<file path="src/rtl/inst_fetch.sv">
// inst_fetch: instruction fetch address generator with an in-order instruction queue toward decode
// Ports:
//   clk, rst (async, active-low)  clock / reset
//   rdy_in                        global ready; low freezes all state
//   pc_o                          fetch address to memory controller
//   pc_done_i, fetch_pc_i, inst_i completed fetch strobe, its address and word
//   br_flag_i, br_target_i        redirect request and target from execute
//   id_valid_o, id_inst_o, id_pc_o, id_ready_i  queue head handshake toward decode
// Define INST_FETCH_BYPASS_EN to forward an accepted word straight to decode when the queue is empty.
module inst_fetch #(
  parameter int          QUEUE_DEPTH = 4,
  parameter logic [31:0] RESET_PC    = 32'h0
) (
  input  logic        clk,
  input  logic        rst,
  input  logic        rdy_in,
  output logic [31:0] pc_o,
  input  logic        pc_done_i,
  input  logic [31:0] fetch_pc_i,
  input  logic [31:0] inst_i,
  input  logic        br_flag_i,
  input  logic [31:0] br_target_i,
  output logic        id_valid_o,
  output logic [31:0] id_inst_o,
  output logic [31:0] id_pc_o,
  input  logic        id_ready_i
);
  localparam int AW = $clog2(QUEUE_DEPTH);
  localparam logic [AW:0]   FULL = (AW+1)'(QUEUE_DEPTH);
  localparam logic [AW:0]   C1   = (AW+1)'(1);
  localparam logic [AW-1:0] P1   = AW'(1);
  logic [31:0] pc_q [QUEUE_DEPTH];
  logic [31:0] inst_q [QUEUE_DEPTH];
  logic [AW-1:0] head, tail;
  logic [AW:0] count;
  logic flush, accept, empty, take, push, pop;
  assign flush  = rdy_in & br_flag_i;
  // Full test looks at occupancy before any same-cycle pop; a refused word is simply refetched.
  assign accept = rdy_in & pc_done_i & ~br_flag_i & (fetch_pc_i == pc_o) & (count != FULL);
  assign empty  = count == '0;
  assign pop    = rdy_in & ~br_flag_i & ~empty & id_ready_i;
`ifdef INST_FETCH_BYPASS_EN
  // A bypassed word taken by decode this cycle never enters the queue.
  assign take       = accept & empty & id_ready_i;
  assign id_valid_o = ~empty | accept;
  assign id_inst_o  = ~empty ? inst_q[head] : accept ? inst_i : '0;
  assign id_pc_o    = ~empty ? pc_q[head] : accept ? fetch_pc_i : '0;
`else
  assign take       = 1'b0;
  assign id_valid_o = ~empty;
  assign id_inst_o  = empty ? '0 : inst_q[head];
  assign id_pc_o    = empty ? '0 : pc_q[head];
`endif
  assign push = accept & ~take;
  always_ff @(posedge clk or negedge rst) begin
    if (!rst) begin
      pc_o  <= RESET_PC;
      head  <= '0;
      tail  <= '0;
      count <= '0;
    end else if (flush) begin
      pc_o  <= br_target_i;
      head  <= '0;
      tail  <= '0;
      count <= '0;
    end else begin
      if (accept) pc_o <= pc_o + 32'd4;
      if (push) tail <= tail + P1;
      if (pop) head <= head + P1;
      if (push != pop) count <= push ? count + C1 : count - C1;
    end
  end
  always_ff @(posedge clk) begin
    if (push) begin
      pc_q[tail]   <= pc_o;
      inst_q[tail] <= inst_i;
    end
  end
endmodule

</file>
<file path="config.mk">
export PLATFORM = sky130hd
export DESIGN_NAME = inst_fetch
export DESIGN_NICKNAME = d
export VERILOG_FILES = /design/src/rtl/inst_fetch.sv
export SDC_FILE = /design/constraint.sdc
export NUM_CORES = 1
export LEC_CHECK = 0
export ABC_AREA = 1
export BUFFER_PORTS_ARGS = -buffer_cell sky130_fd_sc_hd__buf_2
export CAP_MARGIN = 20
export CORE_MARGIN = 5
export CORE_UTILIZATION = 55
export CTS_CLUSTER_DIAMETER = 200
export CTS_CLUSTER_SIZE = 16
export DETAILED_ROUTE_END_ITERATION = 10
export PLACE_DENSITY = 0.77
export SYNTH_ARGS = -nofsm -noshare
export SYNTH_HDL_FRONTEND = slang
export SYNTH_SLANG_ARGS = --single-unit
export TNS_END_PERCENT = 50
</file>
<file path="constraint.sdc">
create_clock -name clk -period 8.6 [get_ports clk]
set_input_delay 0 -clock clk [delete_from_list [all_inputs] [get_ports clk]]
set_output_delay 0 -clock clk [all_outputs]
set_load 0.02 [all_outputs]
</file>
==> flow_metrics.py, run 1 <==
metrics = {
    "critical_path": {
        "worstSetupPathType": "register to register",
        "cp.depth": 8,
        "max_stage_delay_ns": 0.79,
        "cp.arrival_ns": 3.47,
        "r2r-start": "pc_o[15]",
        "cp-endpoint": "inst_q[2][16]",
        "timing.rr.end": "inst_q[2][16]",
        "crit_chain": "inv_1 -> nand2_1 -> nand2_1 -> nor4_1 -> nand2_1 -> nand3b_1 -> nor3_2 -> buf_4",
        "end_kind": "register",
        "start_kind": "register",
        "crit_top_cell": "nand2_1",
        "critPathBufInv": 2,
        "cpLargestDelayFamily": "simple AND/OR/NAND/NOR gates",
        "r2r_setup_slack_ns": 5.26,
        "cp_slowest_cell": "buf_4",
        "reg2reg_depth": 8,
        "path_max_fanout": 58,
        "crit_start": "pc_o[15]",
        "crit_required_ns": 8.73,
    },
    "drt": {
        "ant_nets": 0,
        "vias_per_cell": 5.581,
        "drt_iter0_markers": 1072,
        "wl_per_cell_um": 19.02,
        "num_vias": 10750,
        "dr.pass1.iters": 5,
        "drt-total-wl_um": 36650,
        "drcViolationCount": 0,
    },
    "clock_tree": {
        "cts-root-buf": "clkbuf_16",
        "clk_latency_ns": 0.51,
        "clock_sinks": 295,
        "numCtsBuffers": 22,
        "cts_buffer_depth": 3,
        "cts_setup_buffers": 0,
        "htree_levels": 1,
        "cts-resized-gates": 0,
        "path_clk_slew_ns": 0.07,
        "ctsHoldBuffers": 65,
        "cts_tree": "done",
    },
    "timing": {
        "grt_setup_unrepaired": "false",
        "setup_viol": 0,
        "maxSlewHeadroom_pct": 31.32,
        "finalCriticalPeriod_ns": 3.342,
        "fmax_ghz": 0.2992,
        "clock_skew_ns": 0.01569,
        "timing.setup.tns_ns": 0,
        "fin_crit_sh_pct": 38.86,
        "finalHoldViolations": 0,
        "worst_pin_slew_ns": 1.027,
        "fin_ws_ns": 5.258,
        "drv_slew": 0,
    },
    "logic_synthesis": {
        "synthFlopType": "edfxtp_1",
        "yosys.area.top_type": "edfxtp_1",
        "synth-async-reset-ratio_pct": 13.22,
        "synth_top_area_share_pct": 57.08,
        "yosysWarnings": 0,
        "netlist_instances": 1353,
        "synth_nets": 1461,
        "synth_edf_count": 256,
        "synth_area_sq_um": 13470,
        "ys_ff_latch": 295,
        "avgSynthCellArea_sq_um": 9.954,
        "netlist_top_cells_area": "edfxtp_1 57%, nor2_1 8.4%, dfrtp_1 7.2%",
        "seq_area_frac_synth_pct": 64.33,
        "synth_cell_types": 42,
    },
    "placement": {
        "gp_congestion": 0.9980,
        "io_buffer_count": 198,
        "post-place-ws_ns": 5.325,
        "dpl_cell_area_sq_um": 14670,
        "dpl.hpwl_um": 23360,
    },
    "layout": {
        "antennaDiodeCount": 0,
        "drive_above_1_share_pct": 16.97,
        "area_delta_synth_final_pct": 18.54,
        "stdcell_area_sq_um": 15970,
        "fin_nets": 1695,
    },
    "global_routing": {
        "antenna_found_initial": 0,
        "grt_pass1_vias": 10450,
        "overflow": 0,
        "grt_max_degree": 92,
        "grt_usage_pct": 25.68,
        "grt_pass1_wl_um": 56840,
    },
    "floorplan": {
        "io_pins": 199,
        "die_h_um": 166.5,
        "die_w_um": 166.5,
        "dieArea_sq_um": 27720,
        "start_util_pct": 55.54,
        "rows": 57,
        "core_sq_um": 24250,
    },
    "status": {
        "run_status": "completed",
    },
    "power_and_ir_drop": {
        "vdd_drop_max_uv": 122.1,
        "p_leak_nw": 6.346,
        "cellPowerDensity_nw_per_um2": 239.9,
    },
    "hold_path": {
        "hp-class": "input pin to register",
    },
    "job": {
        "max_cap_violations": 0,
    },
}
cells in the mapped netlist, types with 2 or more instances:
master    instances
o21ai_2           2
o211ai_2          3
a31oi_1           2
or2_2             5
inv_2             6
nor4_1            5
nor2_2            2
nand4_1          17
edfxtp_1        256
nor2_1          302
ha_1              5
inv_1            76
xor2_1           16
o21ai_0         167
nand2_1         233
buf_1            10
nand3_1          36
nand3_2           2
nor2_4            2
xnor2_1           8
buf_6             2
nand2_2           3
a21oi_1          67
clkbuf_1         42
buf_2             6
o22ai_1           2
nand3b_1          3
nor3_1           18
dfrtp_1          39
nor3_2            2
buf_8             3
through the flow:
step	total power, mW	instances	hold WS, ns	utilization [%]
finish	3.830	1927	0.07328	65.84
global route	4.016	1927	0.1049	65.84
CTS	3.844	1927	0.05121	65.84
detailed placement	2.866	1822	0.2167	60.49
global placement	2.847	1822	0.1970	60.49
floorplan	2.435	1353	-0.2956	-
kinds of logic (layout without fill, tap and decap cells):
family	count (synthesis)	after routing	share of synthesized area, %
DFF	295	295	64.33
AOI/OAI and AO/OA	245	245	9.383
and+or+nand+nor	635	635	19.42
xor gates and xnor gates	24	24	1.561
adders and majority gates	6	6	0.6132
buffers and inverters	148	398	4.701
state kept, by name (all words and copies together) (netlist names):
register / flops
count: 3
head: 2
inst_q: 128
pc_o: 32
pc_q: 128
tail: 2
how the worst min path moves through the flow:
stage,start,end,slack [ns],cells past startpoint
2_1_floorplan,rst,count[0],-0.30,0
3_5_place_dp,rst,pc_o[2],0.22,1
4_1_cts,id_ready_i,head[0],0.05,5
5_1_grt,id_ready_i,head[1],0.10,4
6_report,id_ready_i,head[1],0.07,4
3_3_place_gp,rst,pc_o[2],0.20,1
per-layer routing:
metal | track usage, % | wire length [um]
met5 | 0 | 0
met4 | 7.044 | 926
met2 | 41.17 | 17050
met1 | 36.65 | 15220
met3 | 4.646 | 3453
report_power, final:
group	switching (mW)	leakage [nW]	internal, mW
clock network	0.466	0.308	0.503
registers	0.113	2.80	1.62
logic	0.791	3.24	0.341
worst min-delay path: stages:
cell and delay [ns]:
buf_2 0.12, nand3_1 0.17, nor2_1 0.10, a21oi_1 0.15
cell usage in the layout (no fill, tap or decap), types with 7 or more instances in the layout:
cell type	instances
nor3_2	7
dfrtp_1	37
dlygate4sd3_1	65
nand2_1	233
nand3_1	36
clkbuf_16	23
inv_1	75
clkbuf_1	16
a21oi_1	67
nor2_1	302
xor2_1	16
buf_2	198
xnor2_1	8
buf_4	13
nor3_1	13
edfxtp_1	256
o21ai_0	167
nand4_1	17
cell type report:
type                       instances  area [sq um]
fill                            1930          8283
inverter                          82         309.0
sequential                       295          8668
clock buffer                      39         635.6
tap                              324         405.4
clock inverter                     1         11.26
timing repair buffer             276          1739
multi-input combinational        910          4197
Note: power is estimated with default switching activity, not from simulation.
==> run 2: changes to the inputs <==
==> constraint.sdc (replaced) <==
create_clock -name clk -period 3.4 [get_ports clk]
set_input_delay 0 -clock clk [delete_from_list [all_inputs] [get_ports clk]]
set_output_delay 0 -clock clk [all_outputs]
set_load 0.02 [all_outputs]
==> run 2 against run 1 <==
Against the previous run:
- via count fell by 0.50%
- total power rose to 2.5 times the previous value
- routed wire length shrank 0.73%
- global-route usage rose by 0.19 points
- clock power rose to 2.5 times the previous value
- first-iteration DRC count grew 0.84%
- sequential power increased to 2.5 times the previous value
- critical path type is now register to output port
- largest power group unchanged
==> flow_metrics.py, run 2 (synthesized netlist as in run 1, its figures left out) <==
metrics = {
    "status": {
        "run_status": "completed",
    },
    "clock_tree": {
        "path_clk_slew_ns": 0.07,
        "cts_buffer_depth": 3,
        "cts_setup_buffers": 0,
        "clk_latency_ns": 0.52,
        "cts_tree": "done",
        "clock_sinks": 295,
        "htree_levels": 1,
        "numCtsBuffers": 22,
        "cts-root-buf": "clkbuf_16",
    },
    "timing": {
        "drv_slew": 0,
        "fmax_ghz": 0.3495,
        "clock_skew_ns": 0.01350,
        "maxSlewHeadroom_pct": 42.98,
        "setup_viol": 0,
        "fin_crit_sh_pct": 84.15,
        "finalHoldViolations": 0,
        "grt_setup_unrepaired": "false",
        "finalCriticalPeriod_ns": 2.861,
        "worst_pin_slew_ns": 0.8553,
    },
    "floorplan": {
        "die_w_um": 166.5,
        "dieArea_sq_um": 27720,
        "io_pins": 199,
        "die_h_um": 166.5,
        "core_sq_um": 24250,
        "rows": 57,
        "start_util_pct": 55.54,
    },
    "global_routing": {
        "grt-busiest-layer": "met2",
        "grt_usage_pct": 25.86,
        "grt_pass1_wl_um": 57410,
        "overflow": 0,
        "grtUsageMet2_pct": 41.45,
        "grt.met3_usage_pct": 4.977,
        "use_met1_pct": 36.48,
        "antenna_found_initial": 0,
        "grt_max_degree": 94,
        "grt_pass1_vias": 10420,
    },
    "drt": {
        "dr.pass1.iters": 6,
        "ant_nets": 0,
        "drt_iter0_markers": 1081,
        "wl_per_cell_um": 18.73,
        "drt-total-wl_um": 36380,
        "num_vias": 10700,
        "drcViolationCount": 0,
        "vias_per_cell": 5.510,
    },
    "layout": {
        "final_core_util_pct": 67.04,
        "final_common_cell": "nor2_1",
        "final_cell_mix": "302 x nor2_1, 256 x edfxtp_1, 233 x nand2_1, 198 x buf_2, 167 x o21ai_0",
        "area_delta_synth_final_pct": 20.71,
        "fin_nets": 1710,
        "stdcell_area_sq_um": 16260,
        "top_regs": "inst_q: 128 flops, pc_q: 128 flops, pc_o: 32 flops",
        "nFillCells": 1848,
        "antennaDiodeCount": 0,
        "drive_above_1_share_pct": 19.22,
    },
    "critical_path": {
        "crit_start": "head[1]",
        "r2r-start": "pc_o[25]",
        "cp-endpoint": "id_pc_o[30]",
        "cp_slowest_cell": "dfrtp_2",
        "cp.arrival_ns": 2.86,
        "crit_chain": "inv_2 -> buf_4 -> nor2_1 -> o21ai_0 -> a21oi_1 -> buf_2",
        "start_kind": "register",
        "timing.rr.end": "inst_q[2][16]",
        "end_kind": "output port",
        "crit_required_ns": 3.40,
        "reg2reg_depth": 8,
        "path_max_fanout": 34,
        "r2r_setup_slack_ns": 0.59,
        "max_stage_delay_ns": 0.86,
        "worstSetupPathType": "register to output port",
    },
    "power_and_ir_drop": {
        "netSwitchingFraction_pct": 35.56,
        "clkPwrFrac_pct": 25.2,
        "cellPowerDensity_nw_per_um2": 596.7,
        "intPower_mw": 6.251,
        "switchingPower_mw": 3.450,
        "vdd_drop_max_uv": 456.3,
        "p_leak_nw": 6.474,
        "power_frac_seq_pct": 45.4,
        "comb_power_share_pct": 29.4,
    },
    "placement": {
        "dpl.hpwl_um": 24110,
        "dpl_cell_area_sq_um": 14930,
        "gp_congestion": 0.9799,
        "io_buffer_count": 198,
    },
    "job": {
        "max_cap_violations": 0,
    },
    "hold_path": {
        "hp-class": "input pin to register",
    },
}
run 2: worst min-delay path by stage:
stage | startpoint | endpoint | depth (start not counted)
finish | id_ready_i | head[1] | 4
global route | br_flag_i | pc_o[28] | 4
CTS | id_ready_i | head[0] | 5
detailed placement | rst | pc_o[28] | 1
global placement | rst | pc_o[28] | 1
floorplan | rst | count[0] | 0
run 2: repair_timing:
action | CTS | global route
endpoints found under the hold margin | 199 | 10
resized for setup | 0 | 0
hold buffers | 65 | 1
run 2: final cells by class:
type                    instances  area [sq um]  area share (%)
repair buffers                291          1979           12.18
flip-flops and latches        295          8695           53.48
multi-input cells             910          4222           25.97
well taps                     324         405.4           2.494
clock buffers                  39         635.6           3.910
clock inverters                 1         11.26         0.06927
inverters                      82         309.0           1.901
run 2: layer usage:
layer  wire length [um]  up-vias
met3               3252       67
li1                   -     5082
met5                  0        -
met2              17060      535
met4               1089        0
met1              14980     5016
run 2: critical path, delay by kind of cell (launching register included):
family	cells	cell delay, ns
buffers and inverters	3	0.95
and+or+nand+nor	1	0.14
AOI/OAI and AO/OA	2	0.38
DFF	1	0.86
run 2: stage by stage:
stage,hold slack (ns),TNS (ns),power [mW],worst slack [ns],std cells
2_1_floorplan,-0.2956,-3.388,6.187,-0.05154,1353
3_5_place_dp,0.2192,0,7.264,0.6163,1835
6_report,0.04507,0,9.701,0.5389,1942
4_1_cts,0.02551,0,9.744,0.5074,1940
3_3_place_gp,0.2109,0,7.229,0.6576,1835
5_1_grt,0.08672,0,10.20,0.3203,1942
run 2: power by group through the flow:
stage / clock network (mW) / registers [mW] / logic, mW
6_report: 2.44 / 4.41 / 2.85
3_3_place_gp: 0 / 4.46 / 2.77
3_5_place_dp: 0 / 4.48 / 2.79
4_1_cts: 2.49 / 4.40 / 2.86
2_1_floorplan: 0 / 4.41 / 1.78
5_1_grt: 2.64 / 4.43 / 3.12
==> run 3: changes to the inputs <==
--- a/config.mk
+++ b/config.mk
@@ -9,7 +9,7 @@
 export BUFFER_PORTS_ARGS = -buffer_cell sky130_fd_sc_hd__buf_2
 export CAP_MARGIN = 20
 export CORE_MARGIN = 5
-export CORE_UTILIZATION = 55
+export CORE_UTILIZATION = 52
 export CTS_CLUSTER_DIAMETER = 200
 export CTS_CLUSTER_SIZE = 16
 export DETAILED_ROUTE_END_ITERATION = 10
==> constraint.sdc (replaced) <==
create_clock -name clk -period 2.5 [get_ports clk]
set_input_delay 0 -clock clk [delete_from_list [all_inputs] [get_ports clk]]
set_output_delay 0 -clock clk [all_outputs]
set_load 0.02 [all_outputs]
==> run 3 against run 2 <==
Against the previous run:
- total power up 39%
- hold slack improved by 0.0063 ns
- critical path depth increased by 3
- final area rose by 1.3%
- non-clock buffer count up 19
==> flow_metrics.py, run 3 (synthesized netlist as in run 1, its figures left out) <==
metrics = {
    "global_routing": {
        "grt_pass1_wl_um": 58510,
        "grt_max_degree": 94,
        "overflow": 0,
        "grt_usage_pct": 25.47,
        "grt_pass1_vias": 10760,
        "antenna_found_initial": 0,
    },
    "placement": {
        "dpl.hpwl_um": 24600,
        "io_buffer_count": 198,
        "dpl_cell_area_sq_um": 15130,
        "post-place-cells": 1866,
        "post-place-ws_ns": 0.07748,
        "gp_congestion": 0.9278,
    },
    "clock_tree": {
        "numCtsBuffers": 22,
        "cts-root-buf": "clkbuf_16",
        "path_clk_slew_ns": 0.08,
        "cts_tree": "done",
        "clk_latency_ns": 0.52,
        "cts_buffer_depth": 3,
        "clock_sinks": 295,
        "htree_levels": 1,
    },
    "timing": {
        "setup_viol": 0,
        "maxSlewHeadroom_pct": 32.39,
        "timing.setup.tns_ns": 0,
        "finalHoldViolations": 0,
        "grt_setup_unrepaired": "false",
        "hold-worst-slack_ns": 0.05141,
        "drv_slew": 0,
        "fin_crit_sh_pct": 97.35,
        "finalCriticalPeriod_ns": 2.434,
        "fin_ws_ns": 0.06634,
        "clock_skew_ns": 0.02352,
        "worst_pin_slew_ns": 1.014,
        "fmax_ghz": 0.4109,
    },
    "drt": {
        "drt_iter0_markers": 1038,
        "wl_per_cell_um": 19.09,
        "vias_per_cell": 5.498,
        "drt-total-wl_um": 37640,
        "num_vias": 10840,
        "ant_nets": 0,
        "drcViolationCount": 0,
        "dr.pass1.iters": 5,
    },
    "critical_path": {
        "worstSetupPathType": "register to register",
        "max_stage_delay_ns": 0.41,
        "cpLargestDelayFamily": "simple AND/OR/NAND/NOR gates",
        "critPathBufInv": 3,
        "crit_chain": "inv_1 -> nand2_1 -> nand2_1 -> nor4_1 -> nand2_1 -> nand3b_1 -> buf_4 -> nor3_4 -> buf_12",
        "start_kind": "register",
        "path_max_fanout": 30,
        "cp_slowest_cell": "dfrtp_2",
        "crit_top_cell": "nand2_1",
        "cp.arrival_ns": 2.63,
        "crit_required_ns": 2.70,
        "end_kind": "register",
    },
    "layout": {
        "stdcell_count": 1972,
        "fin_nets": 1729,
        "stdcell_area_sq_um": 16460,
        "final_cell_mix": "302 x nor2_1, 256 x edfxtp_1, 233 x nand2_1, 198 x buf_2, 167 x o21ai_0",
        "final_core_util_pct": 63.90,
        "final_common_cell": "nor2_1",
        "drive_above_1_share_pct": 20.22,
        "area_delta_synth_final_pct": 22.24,
        "antennaDiodeCount": 0,
        "top_regs": "inst_q: 128 flops, pc_q: 128 flops, pc_o: 32 flops",
    },
    "floorplan": {
        "dieArea_sq_um": 29220,
        "io_pins": 199,
        "die_h_um": 170.9,
        "start_util_pct": 52.28,
        "core_sq_um": 25760,
        "die_w_um": 170.9,
        "rows": 59,
    },
    "power_and_ir_drop": {
        "p_leak_nw": 6.587,
        "finalPower_mw": 13.46,
        "vdd_drop_max_uv": 493.4,
        "cellPowerDensity_nw_per_um2": 817.5,
    },
    "job": {
        "max_cap_violations": 0,
    },
    "hold_path": {
        "hp-class": "input pin to register",
    },
    "status": {
        "run_status": "completed",
    },
}
[run 3: where the power goes]
part	total, mW	switching [mW]	leakage [nW]	internal (mW)
Sequential	5.81	0.231	2.78	5.58
Clock	3.35	1.62	0.308	1.73
Combinational	4.30	2.97	3.50	1.33
[run 3: layer usage]
metal  vias to the layer above  wire length (um)  global-route usage [%]
met4                         0               816                   6.579
met3                        60              2908                   2.934
li1                       5114                 -                       -
met5                         -                 0                       0
met1                      5157             15620                   35.75
met2                       511             18300                   42.90
[run 3: area by class of cell]
class,count,area (sq um)
clock buffer,39,635.6
clock inverter,1,11.26
fill,1962,9300
inverter,82,309.0
multi-input combinational,910,4222
sequential,295,8695
tap,335,419.2
timing repair buffer,310,2172
[run 3: final timing paths]
kind / from / to / slack [ns] / depth (start not counted)
worst min-delay path: id_ready_i / count[2] / 0.05 / 6
worst max register to register: pc_o[1] / inst_q[1][13] / 0.07 / 9
min in group asynchronous: rst / pc_o[28] / 0.18 / 2
worst max-delay path: pc_o[1] / inst_q[1][13] / 0.07 / 9
max in group asynchronous: rst / head[0] / 1.56 / 2
worst min register to register: pc_o[1] / pc_q[0][1] / 0.53 / 0
[run 3: what timing repair did]
action / 4_1_cts / 5_1_grt
gates cloned: 0 / 0
hold buffers: 65 / 0
gates resized for setup: 0 / 2
endpoints found under the hold margin: 199 / 0
pin swaps: 0 / 1
buffers inserted: 1 / 0
setup endpoints to repair: 9 / 66
[run 3: tightest hold or removal path, delay by kind of cell]
family / cells / cell delay, ns
buffers and inverters: 2 / 0.13
AND/OR/NAND/NOR: 4 / 0.39
